**src/rtl/alu_result_collector.sv**
```systemverilog
// Collects registered ALU unit results into a first-word-fall-through FIFO,
// tagging each entry with its opcode, carry and flag, and flagging dropped results.
module alu_result_collector #(
    parameter int unsigned wid   = 16,
    parameter int unsigned depth = 4
) (
    input  logic                       clk,
    input  logic                       rest,
    input  logic                       op_valid,
    input  logic [3:0]                 alu_fun,
    input  logic [wid-1:0]             ari_out,
    input  logic [wid-1:0]             log_out,
    input  logic [wid-1:0]             cmp_out,
    input  logic [wid-1:0]             shift_out,
    input  logic                       carry_out,
    input  logic                       ari_flag,
    input  logic                       log_flag,
    input  logic                       cmp_flag,
    input  logic                       shift_flag,
    output logic [wid-1:0]             res_data,
    output logic [3:0]                 res_fun,
    output logic                       res_carry,
    output logic                       res_flag,
    output logic                       res_valid,
    input  logic                       res_ready,
    output logic                       full,
    output logic                       empty,
    output logic [$clog2(depth+1)-1:0] count,
    output logic                       overflow,
    input  logic                       ovf_clr
);

    localparam int unsigned ptr_w = (depth > 1) ? $clog2(depth) : 1;
    localparam int unsigned cnt_w = $clog2(depth + 1);

    logic             stg_valid;
    logic [3:0]       stg_fun;
    logic [ptr_w-1:0] wr_ptr;
    logic [ptr_w-1:0] rd_ptr;

    logic [wid-1:0]   mem_data  [depth];
    logic [3:0]       mem_fun   [depth];
    logic             mem_carry [depth];
    logic             mem_flag  [depth];

    logic [wid-1:0]   sel_data;
    logic             sel_flag;
    logic             sel_carry;
    logic             pop;
    logic             push;
    logic             drop;

    assign empty     = (count == '0);
    assign full      = (count == cnt_w'(depth));
    assign res_valid = !empty;
    assign pop       = res_valid && res_ready;
    assign push      = stg_valid && (!full || pop);
    assign drop      = stg_valid && full && !pop;

    // Unit outputs line up with the staged opcode, one cycle after issue.
    always_comb begin
        sel_data  = ari_out;
        sel_flag  = ari_flag;
        sel_carry = carry_out;
        unique case (stg_fun[3:2])
            2'b00: begin
                sel_data  = ari_out;
                sel_flag  = ari_flag;
                sel_carry = carry_out;
            end
            2'b01: begin
                sel_data  = log_out;
                sel_flag  = log_flag;
                sel_carry = 1'b0;
            end
            2'b10: begin
                sel_data  = cmp_out;
                sel_flag  = cmp_flag;
                sel_carry = 1'b0;
            end
            default: begin
                sel_data  = shift_out;
                sel_flag  = shift_flag;
                sel_carry = 1'b0;
            end
        endcase
    end

    // Issue stage, pointers, occupancy and sticky overflow.
    always_ff @(posedge clk or negedge rest) begin
        if (!rest) begin
            stg_valid <= 1'b0;
            stg_fun   <= 4'b0;
            wr_ptr    <= '0;
            rd_ptr    <= '0;
            count     <= '0;
            overflow  <= 1'b0;
        end else begin
            stg_valid <= op_valid;
            stg_fun   <= alu_fun;
            if (push) begin
                wr_ptr <= wr_ptr + ptr_w'(1);
            end
            if (pop) begin
                rd_ptr <= rd_ptr + ptr_w'(1);
            end
            if (push && !pop) begin
                count <= count + cnt_w'(1);
            end else if (pop && !push) begin
                count <= count - cnt_w'(1);
            end
            if (drop) begin
                overflow <= 1'b1;
            end else if (ovf_clr) begin
                overflow <= 1'b0;
            end
        end
    end

    // Storage is left unreset; empty gating hides stale contents.
    always_ff @(posedge clk) begin
        if (push) begin
            mem_data[wr_ptr]  <= sel_data;
            mem_fun[wr_ptr]   <= stg_fun;
            mem_carry[wr_ptr] <= sel_carry;
            mem_flag[wr_ptr]  <= sel_flag;
        end
    end

    always_comb begin
        res_data  = '0;
        res_fun   = 4'b0;
        res_carry = 1'b0;
        res_flag  = 1'b0;
        if (!empty) begin
            res_data  = mem_data[rd_ptr];
            res_fun   = mem_fun[rd_ptr];
            res_carry = mem_carry[rd_ptr];
            res_flag  = mem_flag[rd_ptr];
        end
    end

endmodule

```
**config.mk**
```make
export PLATFORM = sky130hd
export DESIGN_NAME = alu_result_collector
export DESIGN_NICKNAME = d
export VERILOG_FILES = /design/src/rtl/alu_result_collector.sv
export SDC_FILE = /design/constraint.sdc
export NUM_CORES = 1
export LEC_CHECK = 0
export ABC_CLOCK_PERIOD_IN_PS = 2000
export BUFFER_PORTS_ARGS = -buffer_cell sky130_fd_sc_hd__buf_2
export CORE_AREA = 2 2 98 100
export DETAILED_ROUTE_END_ITERATION = 7
export DIE_AREA = 0 0 100 102
export PLACE_DENSITY = 0.86
export REMOVE_ABC_BUFFERS = 1
export SKIP_LAST_GASP = 1
export SYNTH_ARGS = -nofsm -noshare
export SYNTH_HDL_FRONTEND = slang
export SYNTH_SLANG_ARGS = --single-unit
```
**constraint.sdc**
```tcl
create_clock -name clk -period 2 [get_ports clk]
set_input_delay 0 -clock clk [delete_from_list [all_inputs] [get_ports clk]]
set_output_delay 0 -clock clk [all_outputs]
set_load 0.005 [all_outputs]
```
* Word level (Yosys, flattened, before mapping)
Memories as Yosys holds them, arrays and structs flattened.
Index checks and enable logic that the tools add are counted.
** Word-level totals
- Register bits after elaboration :: 13
- Word-level logic and storage cells :: 45
- RAM bits :: 88
- Memories kept :: 4
** Cells by class
- Muxes and demuxes :: 13
- Reduce and logical (&&, ||, !) cells :: 15
- Equality and inequality tests :: 3
- Add/sub/neg operators :: 4
** Memory list
- mem_data :: depth 4, bits a word 16, rd ports 1, clocked after memory_dff 0, write ports 1, line 41 : logic [wid-1:0] mem_data [depth];
- mem_fun :: depth 4, bits a word 4, rd ports 1, clocked after memory_dff 0, write ports 1, line 42 : logic [3:0] mem_fun [depth];
- mem_carry :: depth 4, bits a word 1, rd ports 1, clocked after memory_dff 0, write ports 1, line 43 : logic mem_carry [depth];
- mem_flag :: depth 4, bits a word 1, rd ports 1, clocked after memory_dff 0, write ports 1, line 44 : logic mem_flag [depth];
** Operator list (count)
- $pmux W16 S3 :: 1
- $mux W16 :: 1
- $mux W1 :: 7
- $logic_and A1 B1 Y1 :: 6
- $mux W3 :: 2
- $add A2 B1 Y2 const B :: 2
- $logic_not A1 Y1 :: 4
- $mux W4 :: 1
- $reduce_bool A2 Y1 :: 2
- $add A3 B1 Y3 const B :: 1
- $eq A3 B3 Y1 const B :: 1
- $logic_not A3 Y1 :: 1
- $pmux W1 S3 :: 1
- $sub A3 B1 Y3 const B :: 1
- $eq A2 B1 Y1 const B :: 1
- $eq A2 B2 Y1 const B :: 1
- $logic_not A2 Y1 :: 1
- $logic_or A1 B1 Y1 :: 1

* Depth between registers and ports, before layout
Gate-level depths: netlist of run 1.
- Word-level depth :: 9
- Depth in mapped cells :: 9

* Least setup slack after synthesis of run 1
Ideal clock, no wire load.
- Kind :: register -> register
- Start point :: register count[1]
- End point :: register count[1]
- Clock period less this slack :: 2110 ps
- Buffers on the path :: 0
- Cell stages (with the launch flop) :: 7
- Setup slack :: -110 ps
- Required time :: 1875 ps
- Setup time :: 125 ps
- Data arrival time :: 1986 ps
- Path through :: dfrtp_1 or3b_1 o21a_4 ha_1 inv_1 fa_1 mux2_2
** Between the ends
- Cells in the longest elaborated chain, start to end :: 8
- Elaborated cells between the ends (all ways) :: 16
- Classes of those cells :: 2 x add/sub; 1 x eq/ne; 2 x mux; 11 x reduce/logical
** Ends and longest elaborated chain
- start: declaration :: line 28 : output logic [$clog2(depth+1)-1:0] count,
- start signal: assignment :: line 108 : count <= count + cnt_w'(1);
- start signal: assignment :: line 110 : count <= count - cnt_w'(1);
- $logic_not A3 Y1 :: line 53 : assign empty = (count == '0);
- $logic_not A1 Y1
- $logic_and A1 B1 Y1 :: line 56 : assign pop = res_valid && res_ready;
- $logic_or A1 B1 Y1 * :: line 57 : assign push = stg_valid && (!full || pop);
- $logic_and A1 B1 Y1 * :: line 57
- named net push :: line 50 : logic push;
- $logic_not A1 Y1 :: line 109 : end else if (pop && !push) begin
- $logic_and A1 B1 Y1 :: line 109
- $reduce_bool A2 Y1 (no line)
The timed path passes the listed nets; every way through them passes the cells marked *. The select of a mux whose other input is x is not followed.
A chain may end at the register's enable or synchronous reset.

* Worst setup path after layout of run 1
- Start point :: register count[0]
- End point :: register count[1]
The elaborated chain is that of the path after synthesis.

==> results of run 1 <==
## power groups by stage
stage | Combinational [mW] | Clock (mW) | Sequential [mW]
after floorplan | 1.29 | 0 | 3.12
after global placement | 2.37 | 0 | 2.98
after detailed placement | 2.43 | 0 | 3.03
after CTS | 2.50 | 1.16 | 2.98
after global routing | 2.75 | 1.25 | 3.03
final | 2.51 | 1.16 | 2.99
## cell usage in the layout (no fill, tap or decap), drive strengths merged, types with 4 or more instances in the layout
cell	count
buf	125
edfxtp	88
mux4	39
and2	26
dfrtp	13
clkbuf	10
dlygate4sd3	9
inv	9
ha	5
xnor2	4
## logic make-up after synthesis
kind of cell | share of synthesized area, %
flops | 68.5
mux | 20.9
simple gates | 4.68
buf+inv | 2.25
xor+xnor | 1.21
fa+ha+maj | 1.91
compound gates | 0.549
## metrics by stage
step	hold slack, ps	cell area [um^2]
after floorplan	-296	4260
after global placement	-101	5060
after detailed placement	-89.1	5060
after CTS	63.2	5340
after global routing	82.9	5380
final	78.1	5380
## metal layers
layer  GRT usage (%)  routed length [um]
met1            20.9                3490
met5               0                   0
met2            30.6                4550
met4            6.85                 111
met3            2.74                 326
## state kept, by name, indices dropped and copies added (netlist names), 2 cells and up
signal,flops
mem_fun,16
wr_ptr,2
mem_carry,4
rd_ptr,2
mem_flag,4
count,3
stg_fun,4
mem_data,64
## what timing repair did
| action | in CTS | in global routing |
|---|---|---|
| setup endpoints to repair | 2 | 2 |
| pin swaps | 1 | 2 |
| hold buffers | 9 | 0 |
| setup buffers | 2 | 2 |
| hold endpoints to repair | 20 | 0 |
| resized for setup | 3 | 5 |
## worst register-to-register path: cells and delay by family (launching register included)
| kind | cells | cell delay, ps |
|---|---|---|
| mux | 1 | 270 |
| simple gates | 1 | 420 |
| fa+ha+maj | 2 | 560 |
| compound gates | 1 | 220 |
| buf+inv | 1 | 50 |
| flops | 1 | 420 |
## layout make-up
class	instances	area share, %
repair buffers	134	14.4
flip-flops and latches	101	55.2
clock buffers	10	2.37
inverters	7	0.488
well taps	111	2.58
multi-input cells	87	24.1
clock inverters	6	0.860
## path summary, 6_finish.rpt
path,startpoint,endpoint,slack [ps],depth (start not counted)
worst max register to register,count[0],count[1],-50,6
worst min-delay path,rest,stg_fun[1],80,2
min in group clk,cmp_out[0],mem_data[3][0],80,2
worst min register to register,stg_fun[0],mem_fun[1][0],520,0
worst max-delay path,count[0],count[1],-50,6
max in group asynchronous,rest,rd_ptr[0],1660,2
==> qor.txt, run 1 <==
Fin. Hold Viols: 0
CP bufs+invs: 1
average cell area after synthesis: 20.9 um^2
worst-path fanout max: 3
antenna violations before repair: 0
H-tree depth: 3
Initial Util: 47.6%
Die W: 100 um
Critical Path End Type: flop
Post-synth top flop: edfxtp_1
CP Class: flop to flop
CTS buffer count: 9
clk_skew: 14.1 ps
area of the multi-input gates: 0.00130 mm^2
IO Count: 107
max_cap viols: 0
fin crit period: 2050 ps
Fin Setup TNS: -96.6 ps
peak supply drop: 0.531 mV
vias per cell: 5.28
asr flop ratio synth: 12.9%
Reg clk slew, reported paths: 100 ps
P&R area growth vs syn: 24.2%
Final Setup Violations: 2
Syn. warnings: 0
Die Y: 102 um
Comb power frac: 37.8%
status: finished with violations
required time of the critical path: 2250 ps
critical path data arrival time: 2300 ps
PnR worst setup slack: -49.6 ps
failing checks: negative setup slack
overall routing resource usage: 17.1%
dominant cells by area after synthesis: edfxtp_1 61%, mux4_2 20%, dfrtp_1 7.5%
DPL Wire Length: 5750 um
distinct cell type count after synthesis: 24
FP Rows: 35
slowest stage cell, crit path: dfrtp_1
Worst path max stage delay: 420 ps
cell count after synthesis: 207
core area: 0.00911 mm^2
layout cell share with drive strength beyond 1: 55.7%
global-route wire length before repair: 12900 um
CTS tree: built
share of the synthesized area in the top cell type: 61.0%
sw frac: 30.0%
CP startpoint kind: flop
sequential power share: 44.8%
Pre-antenna DRT Iters: 4
largest net degree at the start of global routing: 26
final core occ: 59.1%
#FFs+latches synth: 101
Int Pwr: 4.66 mW
Sink Count: 101
clock network power share: 17.4%
Worst-Skew Late Latency: 360 ps
Slew @ Worst Pin: 593 ps
RD Place Congestion: 0.611
Slew headroom: 60.5%
Post-Layout Cell Count: 456
total power: 6.66 mW
vias in the first global route: 2587
RSZ-0062 raised after global routing: true
IO Port Bufs: 106
final worst path period share: 102%
commonest cells in the synthesized netlist: 88 x edfxtp_1, 39 x mux4_2, 22 x and2_1
pwr/cell area: 1240 mW/mm^2
Slew Viols, Final: 0
leakage power total: 2.06 nW
area leader, netlist: edfxtp_1
via count: 2409
EDFF count, synth: 88
Crit path max-delay family: adder cells
worst-path cell chain: or3b_4, o21a_4, ha_4, inv_2, fa_1, mux2_4
NetSw: 2.00 mW
Placed Cells: 427
Root Buffer: clkbuf_8
starting DRC count in detailed routing: 143
clk buf depth: 2
register area: 0.00297 mm^2
Max Clock Freq: 488 MHz
Nets: 424
pre-CTS WS: -77.6 ps
final antenna-violating net count: 0
DRT Wirelength: 8480 um
antenna cells: 0
area of the mapped netlist: 0.00433 mm^2
sequential share of the synthesized area: 68.5%
Avg WL per Cell: 18.6 um
most common cell in the netlist: edfxtp_1
Die ar.: 0.0102 mm^2
DRC viols: 0
Hold Path Class: primary input to async pin
grt total ovfl: 0
fillcell total: 681
(Power assumes the default switching activity.)
==> run 2: changes to the inputs <==
--- a/config.mk
+++ b/config.mk
@@ -5,11 +5,12 @@
 export SDC_FILE = /design/constraint.sdc
 export NUM_CORES = 1
 export LEC_CHECK = 0
+export ABC_AREA = 1
 export ABC_CLOCK_PERIOD_IN_PS = 2000
 export BUFFER_PORTS_ARGS = -buffer_cell sky130_fd_sc_hd__buf_2
-export CORE_AREA = 2 2 98 100
+export CORE_AREA = 2 2 102 104
 export DETAILED_ROUTE_END_ITERATION = 7
-export DIE_AREA = 0 0 100 102
+export DIE_AREA = 0 0 104 106
 export PLACE_DENSITY = 0.86
 export REMOVE_ABC_BUFFERS = 1
 export SKIP_LAST_GASP = 1
==> qor.txt, run 2 <==
RSZ-0062 raised after global routing: true
#FFs+latches synth: 101
NetSw: 2.70 mW
area leader, netlist: edfxtp_1
H-tree depth: 3
hold path depth: 3
final antenna-violating net count: 0
DRT Wirelength: 11700 um
fillcell total: 808
commonest cells in the synthesized netlist: 173 x nand2_1, 104 x inv_1, 88 x edfxtp_1
Root Buffer: clkbuf_8
vias per cell: 5.02
sw frac: 38.5%
via count: 3989
Top reg by flops: mem_data
Initial Util: 47.8%
fin crit period: 1890 ps
IO Count: 107
RD Place Congestion: 0.773
commonest cells after routing, fill and taps aside: 171 x nand2_1, 106 x buf_2, 103 x inv_1
FP Rows: 37
Slew Viols, Final: 0
EDFF count, synth: 88
leakage power total: 2.83 nW
core area: 0.0100 mm^2
Fin. Hold Viols: 0
worst-path fanout max: 16
CP Class: flop to primary output
Post-Layout Cell Count: 794
Placed Cells: 747
CTS tree: built
pre-CTS WS: 84.2 ps
Final Setup Violations: 0
Sink Count: 101
Largest register FFs: 64
status: complete, no violations
R2R setup slack: 160 ps
Int Pwr: 4.32 mW
critical path data arrival time: 1890 ps
Max Clock Freq: 528 MHz
Pre-antenna DRT Iters: 7
Hold Path Origin: ari_out[15]
Slew @ Worst Pin: 817 ps
final core occ: 60.1%
Crit Reg-Reg Endpoint: count[2]
sequential share of the synthesized area: 62.0%
CP startpoint kind: flop
cell count after synthesis: 512
starting DRC count in detailed routing: 270
Slew headroom: 45.5%
asr flop ratio synth: 12.9%
pwr/cell area: 1170 mW/mm^2
clock network power share: 17.2%
area of the mapped netlist: 0.00478 mm^2
Worst-Skew Late Latency: 370 ps
DRC viols: 0
share of the synthesized area in the top cell type: 55.2%
layout cell share with drive strength beyond 1: 23.4%
distinct cell type count after synthesis: 24
most common cell after layout, fill and taps aside: nand2_1
Hold Path Class: primary input to flop
overall routing resource usage: 22.2%
grt total ovfl: 0
register area: 0.00297 mm^2
Nets: 737
CTS buffer count: 9
clk buf depth: 2
vias in the first global route: 4037
area of the multi-input gates: 0.00132 mm^2
Die W: 104 um
Syn. warnings: 0
largest net degree at the start of global routing: 42
final worst path period share: 94.7%
Reg2Reg Launch Point: count[0]
peak supply drop: 0.735 mV
Avg WL per Cell: 14.7 um
top flop regs: mem_data x64, mem_fun x16
IO Port Bufs: 106
Critical Path End Type: primary output
dominant cells by area after synthesis: edfxtp_1 55%, nand2_1 14%, inv_1 8.2%
R2R depth: 10
clk_skew: 8.81 ps
Die ar.: 0.0110 mm^2
DPL Wire Length: 7470 um
Reg clk slew, reported paths: 100 ps
sequential power share: 41.8%
antenna violations before repair: 0
average cell area after synthesis: 9.34 um^2
Die Y: 106 um
antenna cells: 0
P&R area growth vs syn: 25.6%
Comb power frac: 41.1%
global-route wire length before repair: 18900 um
required time of the critical path: 2000 ps
Hold Path Sink: mem_data[0][15]
most common cell in the netlist: nand2_1
Post-synth top flop: edfxtp_1
PnR worst setup slack: 105 ps
max_cap viols: 0
run 2: repair_timing:
action / 4_1_cts / 5_1_grt
hold endpoints to repair: 69 / 0
hold buffers: 30 / 0
resized for setup: 0 / 7
endpoints found under the setup margin: 0 / 3
buffers inserted: 0 / 1
run 2: cells by family (layout without fill, tap and decap cells):
logic type               Yosys count  in the layout  share of synthesized area [%]
AND/OR/NAND/NOR                  251            251                           22.4
buffers and inverters            128            274                           10.9
AO/OA/AOI/OAI                     24             24                           2.54
adder cells (fa/ha/maj)            6              6                           1.73
XOR/XNOR                           2              2                          0.366
flip-flops                       101            101                           62.0
run 2: metrics by stage:
step           cell area, um^2  hold WS [ps]  total power, mW  setup TNS (ps)
5_1_grt                   6010          12.7             7.50               0
3_3_place_gp              5500          -100             5.63               0
4_1_cts                   5980          1.17             6.97               0
6_report                  6010          1.28             7.03               0
2_1_floorplan             4670          -296             4.47          -11450
3_5_place_dp              5500         -89.3             5.75               0
run 2: layout make-up:
type | count | area share (%)
flip-flops and latches | 101 | 49.4
multi-input cells | 283 | 21.9
repair buffers | 150 | 16.0
inverters | 108 | 6.81
well taps | 136 | 2.83
clock buffers | 10 | 2.12
clock inverters | 6 | 0.895
run 2: worst max-delay path by stage:
| stage | from | endpoint | cells after the start |
|---|---|---|---|
| after floorplan | count[0] | mem_carry[0] | 4 |
| after detailed placement | count[0] | count[2] | 10 |
| final | rd_ptr[0] | res_carry | 6 |
| after global placement | count[1] | count[2] | 10 |
| after global routing | count[0] | count[2] | 10 |
| after CTS | count[0] | count[2] | 10 |
run 2: critical path, stage by stage, from the launching register on:
cell	delay, ps
dfrtp_1	520
inv_2	220
buf_4	250
nand2_1	70
nand3_1	70
a21oi_1	250
buf_2	160
run 2: per-layer routing:
layer | track usage (%) | up-vias | part of all wire [%]
met2 | 38.8 | 186 | 51
met1 | 25.6 | 1859 | 38
met5 | 0 | - | 0
met4 | 11.0 | 0 | 3.3
met3 | 5.46 | 33 | 7.6
li1 | - | 1911 | -
run 2: power by group through the flow:
stage | combinational (mW) | clock (mW) | sequential [mW]
after floorplan | 1.42 | 0 | 3.06
after CTS | 2.84 | 1.21 | 2.92
after global placement | 2.68 | 0 | 2.94
after detailed placement | 2.78 | 0 | 2.97
after global routing | 3.24 | 1.29 | 2.97
final | 2.88 | 1.21 | 2.93
==> run 3: changes to the inputs <==
--- a/config.mk
+++ b/config.mk
@@ -11,9 +11,9 @@
 export CORE_AREA = 2 2 102 104
 export DETAILED_ROUTE_END_ITERATION = 7
 export DIE_AREA = 0 0 104 106
+export MAX_ROUTING_LAYER = met4
 export PLACE_DENSITY = 0.86
 export REMOVE_ABC_BUFFERS = 1
-export SKIP_LAST_GASP = 1
 export SYNTH_ARGS = -nofsm -noshare
 export SYNTH_HDL_FRONTEND = slang
 export SYNTH_SLANG_ARGS = --single-unit
==> qor.txt, run 3 (synthesized netlist as in run 2, its figures left out) <==
status: complete, no violations
Slew Viols, Final: 0
CP Class: flop to primary output
most common cell after layout, fill and taps aside: nand2_1
Min Hold Slack: 0.355 ps
Root Buffer: clkbuf_8
antenna cells: 0
top flop regs: mem_data x64, mem_fun x16
Fin Setup TNS: 0 ps
worst-path cell chain: inv_2, buf_4, nand2_1, nand3_1, a21oi_1, buf_2
Avg WL per Cell: 14.7 um
CP startpoint kind: flop
Worst path max stage delay: 530 ps
commonest cells after routing, fill and taps aside: 171 x nand2_1, 106 x buf_2, 103 x inv_1
clk buf depth: 2
Reg clk slew, reported paths: 100 ps
core area: 0.0100 mm^2
required time of the critical path: 2000 ps
met3 usage: 5.64%
Initial Util: 47.8%
IO Port Bufs: 106
Die ar.: 0.0110 mm^2
worst-path fanout max: 16
final core occ: 60.1%
global-route wire length before repair: 18900 um
Hold Path Class: primary input to flop
layout cell share with drive strength beyond 1: 23.4%
DPL Wire Length: 7470 um
Die W: 104 um
Slew headroom: 45.0%
DRC viols: 0
Critical Path End Type: primary output
max_cap viols: 0
antenna violations before repair: 0
pwr/cell area: 1170 mW/mm^2
Slew @ Worst Pin: 824 ps
via count: 3986
Max Clock Freq: 526 MHz
IO Count: 107
Pre-antenna DRT Iters: 5
Worst-Skew Late Latency: 370 ps
peak supply drop: 0.756 mV
leakage power total: 2.83 nW
pre-CTS WS: 84.2 ps
Die Y: 106 um
DRT Wirelength: 11700 um
final worst path period share: 95.0%
overall routing resource usage: 22.8%
grt total ovfl: 0
slowest stage cell, crit path: dfrtp_1
FP Rows: 37
largest net degree at the start of global routing: 42
Fin. Hold Viols: 0
busiest grt layer: met2
clk_skew: 9.11 ps
Final Setup Violations: 0
PnR worst setup slack: 99.6 ps
RD Place Congestion: 0.783
Sink Count: 101
Nets: 737
P&R area growth vs syn: 25.7%
H-tree depth: 3
fin crit period: 1900 ps
RSZ-0062 raised after global routing: false
CTS tree: built
Top reg by flops: mem_data
Largest register FFs: 64
GR met1 Demand/Resource: 25.6%
critical path data arrival time: 1900 ps
CTS buffer count: 9
vias in the first global route: 4039
vias per cell: 5.02
final antenna-violating net count: 0
routing usage on met2: 38.7%
starting DRC count in detailed routing: 264
[run 3: stage by stage]
step | instance area, um^2 | power (mW) | cells
floorplan | 4670 | 4.47 | 492
global placement | 5500 | 5.63 | 747
detailed placement | 5500 | 5.75 | 747
CTS | 5980 | 6.97 | 793
global route | 6010 | 7.52 | 794
finish | 6010 | 7.02 | 794
[run 3: repair_timing]
action,CTS,global route
setup endpoints to repair,0,3
gates resized for setup,0,8
endpoints found under the hold margin,69,0
hold buffers,30,0
buffers inserted,0,1
[run 3: worst paths after layout]
kind / from / end / slack (ps) / depth (start not counted)
worst max-delay path: rd_ptr[0] / res_carry / 100 / 6
worst min-delay path: ari_out[15] / mem_data[3][15] / 0.4 / 3
worst max register to register: count[0] / count[2] / 170 / 10
worst min register to register: stg_fun[1] / mem_fun[0][1] / 510 / 0
max in group asynchronous: rest / count[0] / 1710 / 2
min in group asynchronous: rest / stg_fun[2] / 50 / 2
[run 3: critical path: cells and delay by family (launching register included)]
family                 cells  cell delay (ps)
AO/OA/AOI/OAI              1              240
buffers and inverters      3              630
flip-flops                 1              530
AND/OR/NAND/NOR            2              140
[run 3: area by class of cell]
cell class / count / area, um^2
flip-flops and latches: 101 / 2970
repair buffers: 150 / 961
clock inverters: 6 / 53.8
fillers: 806 / 3990
inverters: 108 / 409
clock buffers: 10 / 128
well taps: 136 / 170
multi-input cells: 283 / 1320
[run 3: power breakdown]
group          internal (mW)  total, mW  switching (mW)
logic                   1.10       2.88            1.79
clock network          0.477       1.20           0.725
registers               2.75       2.94           0.189
[run 3: per-layer routing]
| metal | vias to the layer above | part of all wire (%) |
|---|---|---|
| met5 | - | 0 |
| met4 | 0 | 3.6 |
| met3 | 43 | 7.8 |
| met2 | 182 | 51 |
| met1 | 1858 | 38 |
| li1 | 1903 | - |
